**src/rtl/jesd_tx_pkg.sv**
```systemverilog
// Shared octet constants and link-state encoding
// for the JESD204B-style transmit link layer.
package jesd_tx_pkg;

   localparam logic [7:0] K28_0 = 8'h1C;
   localparam logic [7:0] K28_3 = 8'h7C;
   localparam logic [7:0] K28_4 = 8'h9C;
   localparam logic [7:0] K28_5 = 8'hBC;
   localparam logic [7:0] K28_7 = 8'hFC;

   localparam int ILAS_MULTIFRAMES = 4;
   localparam int CONFIG_OCTETS    = 14;

   typedef enum logic [1:0] {
      LINK_CGS  = 2'd0,
      LINK_ILAS = 2'd1,
      LINK_DATA = 2'd2
   } link_state_e;

   function automatic logic [31:0] rep4(input logic [7:0] o);
      return {4{o}};
   endfunction

endpackage

```
**src/rtl/jesd_tx_lmfc.sv**
```systemverilog
// Local multiframe counter; a SYSREF rising edge
// forces the next count to zero.
module jesd_tx_lmfc
   import jesd_tx_pkg::*;
#(
   parameter int K = 32
) (
   input  logic       clk,
   input  logic       rst,
   input  logic       sysref,
   output logic [4:0] lmfc_cnt,
   output logic       lmfc_pulse,
   output logic       realign
);

   localparam logic [4:0] LAST = 5'(K - 1);

   logic sysref_d;

   assign realign    = sysref && !sysref_d;
   assign lmfc_pulse = (lmfc_cnt == LAST);

   always_ff @(posedge clk or posedge rst) begin
      if (rst) begin
         lmfc_cnt <= '0;
         sysref_d <= 1'b0;
      end else begin
         sysref_d <= sysref;
         if (realign || lmfc_pulse)
            lmfc_cnt <= '0;
         else
            lmfc_cnt <= lmfc_cnt + 5'd1;
      end
   end

endmodule

```
**src/rtl/jesd_tx_link_layer.sv**
```systemverilog
// Single-lane TX link layer: CGS, ILAS and DATA with
// end-of-frame character replacement, F=4.
module jesd_tx_link_layer
   import jesd_tx_pkg::*;
#(
   parameter int g_FramesPerMulti = 32
) (
   input  logic         Clock,
   input  logic         Reset,
   input  logic         SYNC_N,
   input  logic         SYSREF,
   input  logic [111:0] Config_Octets,
   input  logic [31:0]  Input_Data,
   output logic         Input_Data_Read,
   output logic [31:0]  Tx_Data,
   output logic [3:0]   Tx_K,
   output logic         LMFC_Pulse,
   output logic [1:0]   Link_State
);

   localparam logic [1:0] ST_CGS  = LINK_CGS;
   localparam logic [1:0] ST_ILAS = LINK_ILAS;
   localparam logic [1:0] ST_DATA = LINK_DATA;

   localparam logic [6:0] ILAS_LAST = 7'(4 * g_FramesPerMulti - 1);
   localparam logic [6:0] CFG_END   = 7'(2 + CONFIG_OCTETS);
   localparam logic [1:0] MF_LAST   = 2'(ILAS_MULTIFRAMES - 1);

   logic        sync_m;
   logic        sync_s;
   logic [1:0]  state;
   logic [1:0]  mf;
   logic [4:0]  lmfc_cnt;
   logic        realign;
   logic        ilas_out;
   logic        data_out;
   logic [7:0]  prev_end;
   logic        prev_ok;
   logic [6:0]  idx;
   logic [3:0]  cidx;
   logic [7:0]  oct;
   logic        okf;
   logic [31:0] ilas_data;
   logic [3:0]  ilas_k;
   logic [31:0] data_data;
   logic [3:0]  data_k;
   logic [31:0] nxt_data;
   logic [3:0]  nxt_k;

   jesd_tx_lmfc #(
      .K(g_FramesPerMulti)
   ) u_lmfc (
      .clk       (Clock),
      .rst       (Reset),
      .sysref    (SYSREF),
      .lmfc_cnt  (lmfc_cnt),
      .lmfc_pulse(LMFC_Pulse),
      .realign   (realign)
   );

   always_ff @(posedge Clock or posedge Reset) begin
      if (Reset)
         {sync_s, sync_m} <= 2'b00;
      else
         {sync_s, sync_m} <= {sync_m, SYNC_N};
   end

   // A dropped SYNC~ silences the lane in the very cycle it is seen
   assign ilas_out        = (state == ST_ILAS) && sync_s;
   assign data_out        = (state == ST_DATA) && sync_s;
   assign Input_Data_Read = data_out;
   assign Link_State      = state;

   always_ff @(posedge Clock or posedge Reset) begin
      if (Reset) begin
         state <= ST_CGS;
         mf    <= '0;
      end else begin
         case (state)
            ST_CGS: begin
               if (sync_s && LMFC_Pulse) begin
                  state <= ST_ILAS;
                  mf    <= '0;
               end
            end
            ST_ILAS: begin
               if (!sync_s)
                  state <= ST_CGS;
               else if (realign)
                  mf <= '0;
               else if (LMFC_Pulse) begin
                  if (mf == MF_LAST)
                     state <= ST_DATA;
                  mf <= mf + 2'd1;
               end
            end
            ST_DATA: begin
               if (!sync_s)
                  state <= ST_CGS;
            end
            default: state <= ST_CGS;
         endcase
      end
   end

   // /A/ outranks config so a short multiframe still ends on /A/
   always_comb begin
      ilas_data = '0;
      ilas_k    = '0;
      idx       = '0;
      cidx      = '0;
      oct       = '0;
      okf       = 1'b0;
      for (int p = 0; p < 4; p++) begin
         idx  = {lmfc_cnt, 2'(p)};
         cidx = 4'(idx - 7'd2);
         oct  = {1'b0, idx};
         okf  = 1'b0;
         if (idx == 7'd0) begin
            oct = K28_0;
            okf = 1'b1;
         end else if (idx == ILAS_LAST) begin
            oct = K28_3;
            okf = 1'b1;
         end else if (mf == 2'd0 && idx == 7'd1) begin
            oct = K28_4;
            okf = 1'b1;
         end else if (mf == 2'd0 && idx < CFG_END) begin
            oct = Config_Octets[{cidx, 3'b000} +: 8];
         end
         ilas_data[8*p +: 8] = oct;
         ilas_k[p]           = okf;
      end
   end

   always_comb begin
      data_data = Input_Data;
      data_k    = 4'b0000;
      if (prev_ok && Input_Data[31:24] == prev_end) begin
         data_data[31:24] = LMFC_Pulse ? K28_3 : K28_7;
         data_k[3]        = 1'b1;
      end
   end

   always_comb begin
      nxt_data = rep4(K28_5);
      nxt_k    = 4'hF;
      if (ilas_out) begin
         nxt_data = ilas_data;
         nxt_k    = ilas_k;
      end else if (data_out) begin
         nxt_data = data_data;
         nxt_k    = data_k;
      end
   end

   always_ff @(posedge Clock or posedge Reset) begin
      if (Reset) begin
         prev_end <= '0;
         prev_ok  <= 1'b0;
      end else begin
         prev_ok <= data_out;
         if (data_out)
            prev_end <= Input_Data[31:24];
      end
   end

   always_ff @(posedge Clock or posedge Reset) begin
      if (Reset) begin
         Tx_Data <= rep4(K28_5);
         Tx_K    <= 4'hF;
      end else begin
         Tx_Data <= nxt_data;
         Tx_K    <= nxt_k;
      end
   end

endmodule

```
**config.mk**
```make
export PLATFORM = sky130hd
export DESIGN_NAME = jesd_tx_link_layer
export DESIGN_NICKNAME = d
export VERILOG_FILES = /design/src/rtl/jesd_tx_pkg.sv /design/src/rtl/jesd_tx_lmfc.sv /design/src/rtl/jesd_tx_link_layer.sv
export SDC_FILE = /design/constraint.sdc
export NUM_CORES = 1
export LEC_CHECK = 0
export ABC_AREA = 1
export CELL_PAD_IN_SITES_DETAIL_PLACEMENT = 0
export CELL_PAD_IN_SITES_GLOBAL_PLACEMENT = 1
export CORE_MARGIN = 5
export CORE_UTILIZATION = 28
export CTS_CLUSTER_SIZE = 14
export DETAILED_ROUTE_END_ITERATION = 10
export PLACE_DENSITY = 0.95
export SYNTH_ARGS = -nofsm -noshare
export SYNTH_HDL_FRONTEND = slang
export SYNTH_HIERARCHICAL = 1
export SYNTH_SLANG_ARGS = --single-unit
export TNS_END_PERCENT = 30
```
**constraint.sdc**
```tcl
create_clock -name Clock -period 3.8 [get_ports Clock]
set_clock_uncertainty 0.05 [all_clocks]
set_input_delay 0.76 -clock Clock [delete_from_list [all_inputs] [get_ports Clock]]
set_output_delay 0.76 -clock Clock [all_outputs]
set_load 0.005 [all_outputs]
```
* Yosys cells after proc, flatten, opt, wreduce, memory -nomap -nowiden
Index checks and enable logic that the tools add are counted.
Operators by class: magnitude comparators 4, add/sub/neg operators 6, muxes and demuxes 30, equal/unequal tests 12, shifts and indexed selects 4, reduce and logical (&&, ||, !) cells 18
Operators with widths (count):
- variable part select 112 x 8 -> 8 bit | 4
- 2-to-1 mux 8 bit | 9
- 2-to-1 mux 32 bit | 2
- < comparator 7 x 5 -> 1 bit, second input constant | 4
- 2-to-1 mux 2 bit | 10
- subtractor 4 x 2 -> 4 bit, second input constant | 4
- logical AND 1 bit | 10
- equality test 8 bit | 1
- 2-to-1 mux 4 bit | 2
- inequality test 2 bit, second input constant | 3
- inequality test 3 x 2 -> 1 bit, second input constant | 2
- inequality test 3 bit, second input constant | 2
- case mux 2 bit (3 select lines) | 1
- adder 5 x 1 -> 5 bit, second input constant | 1
- equality test 5 bit, second input constant | 1
- zero test 5 bit | 1
- 2-to-1 mux 5 bit | 1
- AND reduction 5 bit | 1
- equality test 2 bit, second input constant | 2
- zero test 2 bit | 2
- 2-to-1 mux 1 bit | 4
- case mux 2 bit (2 select lines) | 1
- AND reduction 4 bit | 1
- adder 2 x 1 -> 2 bit, second input constant | 1
- 4 further kinds | 4
Word-level totals: word-level logic and storage cells 84, input port bits 148, output and inout bits 40, register bits after elaboration 57

* Depth between registers and ports, before layout
depth in word-level cells 6, mapped depth 12, depth with buffers taken out 10

* Cells and area by module
The synthesis kept the hierarchy.
Modules (own cells, without submodules):
- jesd_tx_link_layer | area an instance 3138.0 sq um, instances 1, cells an instance 435, seq. area each 1306.3 sq um
- jesd_tx_lmfc | area an instance 265.3 sq um, instances 1, cells an instance 29, seq. area each 150.1 sq um

* Worst setup path before layout
OpenSTA, ideal clock, no wires.
kind reg-to-reg, start point reg u_lmfc.lmfc_cnt[0], end point reg Tx_Data[12], period minus slack after synthesis 1.950 ns, setup time 0.077 ns, path slack 1.850 ns, arrival time 1.822 ns, buffers on the path 3, cell stages (with the launch flop) 13, required time 3.673 ns, path through dfrtp_1 -> buf_4 -> inv_2 -> buf_2 -> ha_1 -> inv_1 -> nand2_1 -> inv_1 -> buf_2 -> nand2_1 -> o21ai_0 -> nand2_1 -> a31oi_1
On the way: longest elaborated chain between the ends 5, elaborated cells between the ends (all ways) 9
RTL lines:
- start, declared | RTL line jesd_tx_lmfc.sv:11 | output logic [4:0] lmfc_cnt,
- start signal, assigned | RTL line jesd_tx_lmfc.sv:32 | lmfc_cnt <= lmfc_cnt + 5'd1;
- subtractor 4 x 2 -> 4 bit or < comparator 7 x 5 -> 1 bit (tied branches) | RTL line jesd_tx_link_layer.sv:116, jesd_tx_link_layer.sv:128
- variable part select 112 x 8 -> 8 bit or logical AND 1 bit (tied branches) | RTL line jesd_tx_link_layer.sv:129, jesd_tx_link_layer.sv:128
- 2-to-1 mux 8 bit | RTL line jesd_tx_link_layer.sv:128 | end else if (mf == 2'd0 && idx < CFG_END) begin
- 2-to-1 mux 8 bit * | RTL line jesd_tx_link_layer.sv:125 | end else if (mf == 2'd0 && idx == 7'd1) begin
- 2-to-1 mux 32 bit * | RTL line jesd_tx_link_layer.sv:148 | if (ilas_out) begin
- named net nxt_data[12] | RTL line jesd_tx_link_layer.sv:47 | logic [31:0] nxt_data;
- end signal, assigned | RTL line jesd_tx_link_layer.sv:170 | Tx_Data <= rep4(K28_5);
- end signal, assigned | RTL line jesd_tx_link_layer.sv:173 | Tx_Data <= nxt_data;
- end, declared | RTL line jesd_tx_link_layer.sv:15 | output logic [31:0] Tx_Data,
Mark *: on every way through the listed nets, which the timed path passes. The rest lies on a longest branch. A chain may end at the register's enable or synchronous reset.

* Worst setup path in the final report
start point reg u_lmfc.lmfc_cnt[0], end point out LMFC_Pulse
On the way: longest elaborated chain between the ends 1
RTL lines:
- equality test 5 bit | RTL line jesd_tx_lmfc.sv:21 | assign lmfc_pulse = (lmfc_cnt == LAST);
- end, declared | RTL line jesd_tx_link_layer.sv:17 | output logic LMFC_Pulse,
No other way between the ends.

==> results.sh <==
export IMPL_dr_pass1_iters=5
export IMPL_cp_end_kind="primary output"
export IMPL_crit_type="reg2out"
export IMPL_synth_top_area_share_pct=24.3
export IMPL_track_usage_pct=19.1
export IMPL_powerDensity_nw_per_um2=619
export IMPL_ios=188
export IMPL_synth_area_sq_um=3400
export IMPL_regToRegSetupSlack_ps=1230
export IMPL_gr_total_overflow=0
export IMPL_crit_required_ps=2990
export IMPL_drive_gt1_share_pct=9.85
export IMPL_ant_nets=0
export IMPL_dpl_hpwl_mm=11.0
export IMPL_rr_endpoint="Tx_Data[11]"
export IMPL_area_growth_syn_to_layout_pct=67.7
export IMPL_ys_seq_area_share_pct=42.8
export IMPL_crit_fanout=6
export IMPL_drt_iter0_markers=386
export IMPL_slew_violations=0
export IMPL_relSlewSlack_pct=43.3
export IMPL_port_buffers=187
export IMPL_tightest_slew_ps=850
export IMPL_clk_latency_ps=320
export IMPL_grt_start_max_net_pins=59
export IMPL_avgSynthCellArea_sq_um=7.33
export IMPL_synth_edff_count=0
export IMPL_min_period_over_period_pct=72.2
export IMPL_synth_area_leaders="dfrtp_1 24%, dfstp_2 19%, nand2_1 12%, o21ai_0 10%, nor2_1 6.1%"
export IMPL_postCtsHoldBufs=0
export IMPL_die_area_sq_um=14500
export IMPL_worst_setup_path_start_kind="flop"
export IMPL_die_width_um=120
export IMPL_synth_async_reset_ratio_pct=100
export IMPL_p_leak_uw=0.00242
export IMPL_syn_inst=464
export IMPL_yosys_area_top_type="dfrtp_1"
export IMPL_synth_seq_cells=57
export IMPL_holdPathStages=0
export IMPL_cts_tree="done"
export IMPL_setup_viol_count_final=0
export IMPL_synthFlopType="dfrtp_1"
export IMPL_clockRootBuffer="clkbuf_16"
export IMPL_start_util_pct=28.5
export IMPL_grt_pass1_vias=4066
export IMPL_synth_cell_types=35
export IMPL_via_per_inst=4.97
export IMPL_min_from="sync_m"
export IMPL_hold_violations=0
export IMPL_cp_top_family="buffers and inverters"
export IMPL_peakVddDrop_uv=220
export IMPL_ctsResizeCount=0
export IMPL_setup_ws_ps=1060
export IMPL_worstHoldEndpoint="sync_s"
export IMPL_cp_depth=5
export IMPL_drc=0
export IMPL_timing_critical_path_mode_cell="ha_1"
export IMPL_die_h_um=120
export IMPL_h_tree_depth=3
export IMPL_crit_path_cell_trace="ha_1 -> nand2_1 -> nor2_1 -> ha_1 -> clkdlybuf4s50_1"
export IMPL_crit_reg2reg_launch="u_lmfc/lmfc_cnt[0]"
export IMPL_cts_reportedPaths_clkPinSlew_ps=60
export IMPL_yosysWarnings=6
export IMPL_period_minus_slack_ps=2740
export IMPL_finalSetupTns_ps=0
export IMPL_hold_class="reg2reg"
export IMPL_core_sq_um=12000
export IMPL_timing_fmax_ghz=0.365
export IMPL_rsz0062_at_grt="false"
export IMPL_cts_sinks=57
export IMPL_gp_congestion=0.854
export IMPL_num_nets_final=799
export IMPL_wl_per_cell_um=17.9
export IMPL_antenna_found_initial=0
export IMPL_finalWirelength_mm=14.2
export IMPL_cp_slowest_stage_delay_ps=570
export IMPL_maxCapViolCount=0
export IMPL_cts_buffer_depth=2
export IMPL_grt_pass1_wl_mm=21.5
export IMPL_mostFrequentLayoutCell="clkdlybuf4s50_1"
export IMPL_arrival_ps=1930
export IMPL_cts_buffers=9
export IMPL_post_cts_buffers=0
export IMPL_antenna_cells=0
export IMPL_syn_nets=618
export IMPL_rows=40
export IMPL_pre_cts_ws_ps=1260
export IMPL_rr_worst_depth=10
export IMPL_crit_buf_inv=1
export IMPL_vias=3960
export IMPL_cpMaxStageDelayCell="clkdlybuf4s50_1"
export IMPL_final_cell_mix="187 x clkdlybuf4s50_1, 112 x nand2_1, 68 x o21ai_0, 55 x nor2_1, 34 x inv_1"
export IMPL_status="completed"
-- where the power goes --
part | switching (uW) | internal (uW) | total, uW | leakage, uW
combinational | 950 | 731 | 1680 | 0.00159
sequential | 110 | 880 | 991 | 0.000679
clock | 288 | 573 | 861 | 0.000146
-- cell type report --
type | count | area, sq um
clock inverters | 5 | 80.1
fillers | 1160 | 6250
repair buffers | 194 | 1920
well taps | 147 | 184
flip-flops and latches | 57 | 1460
inverters | 43 | 161
multi-input cells | 340 | 1670
clock buffers | 11 | 233
-- worst max path at each step --
stage                  startpoint       endpoint  slack, ps
6_report       u_lmfc/lmfc_cnt[0]     LMFC_Pulse       1060
5_1_grt        u_lmfc/lmfc_cnt[0]     Tx_Data[3]        940
4_1_cts        u_lmfc/lmfc_cnt[0]     LMFC_Pulse       1040
3_5_place_dp   u_lmfc/lmfc_cnt[0]    Tx_Data[11]       1260
3_3_place_gp   u_lmfc/lmfc_cnt[1]    Tx_Data[10]       1390
2_1_floorplan               Reset  Link_State[0]       1800
-- registers in the layout, summed over array words and instances (netlist names) --
name / count
Tx_K: 4
u_lmfc/sysref_d: 1
Tx_Data: 32
sync_m: 1
mf: 2
Link_State: 2
prev_ok: 1
u_lmfc/lmfc_cnt: 5
prev_end: 8
sync_s: 1
-- Yosys cell counts, types with 2 or more instances --
library cell	number
o21ai_0	68
buf_2	12
xor2_1	2
o21ai_1	7
buf_4	5
a31oi_1	7
inv_1	35
dfrtp_1	33
nand3_1	17
clkbuf_1	7
inv_2	8
o22ai_1	16
nor2_1	55
dfstp_2	24
nand2_1	112
nand4_1	4
ha_1	6
a21oi_1	29
-- per-layer routing --
metal | global-route usage, % | routed length [um]
met5 | 0 | 0
met4 | 4.96 | 205
met3 | 5.24 | 1080
met2 | 33.8 | 7090
met1 | 22.9 | 5860
-- logic make-up after synthesis --
kind of cell             synth area share [%]
AO/OA/AOI/OAI                            21.3
adder cells (fa/ha/maj)                  2.21
buffers and inverters                    8.38
AND/OR/NAND/NOR                          24.6
flip-flops                               42.8
XOR/XNOR                                0.772
-- through the flow --
| step | hold WS [ps] | util, % | power [uW] | instance area (sq um) | cells |
|---|---|---|---|---|---|
| after floorplan | 281 | - | 1910 | 3400 | 464 |
| after global placement | 287 | 45.1 | 2640 | 5400 | 781 |
| after detailed placement | 287 | 45.1 | 2690 | 5400 | 781 |
| after CTS | 300 | 47.7 | 3550 | 5710 | 797 |
| after global routing | 304 | 47.7 | 3780 | 5710 | 797 |
| final | 297 | 47.7 | 3530 | 5710 | 797 |
(Power assumes the default switching activity.)
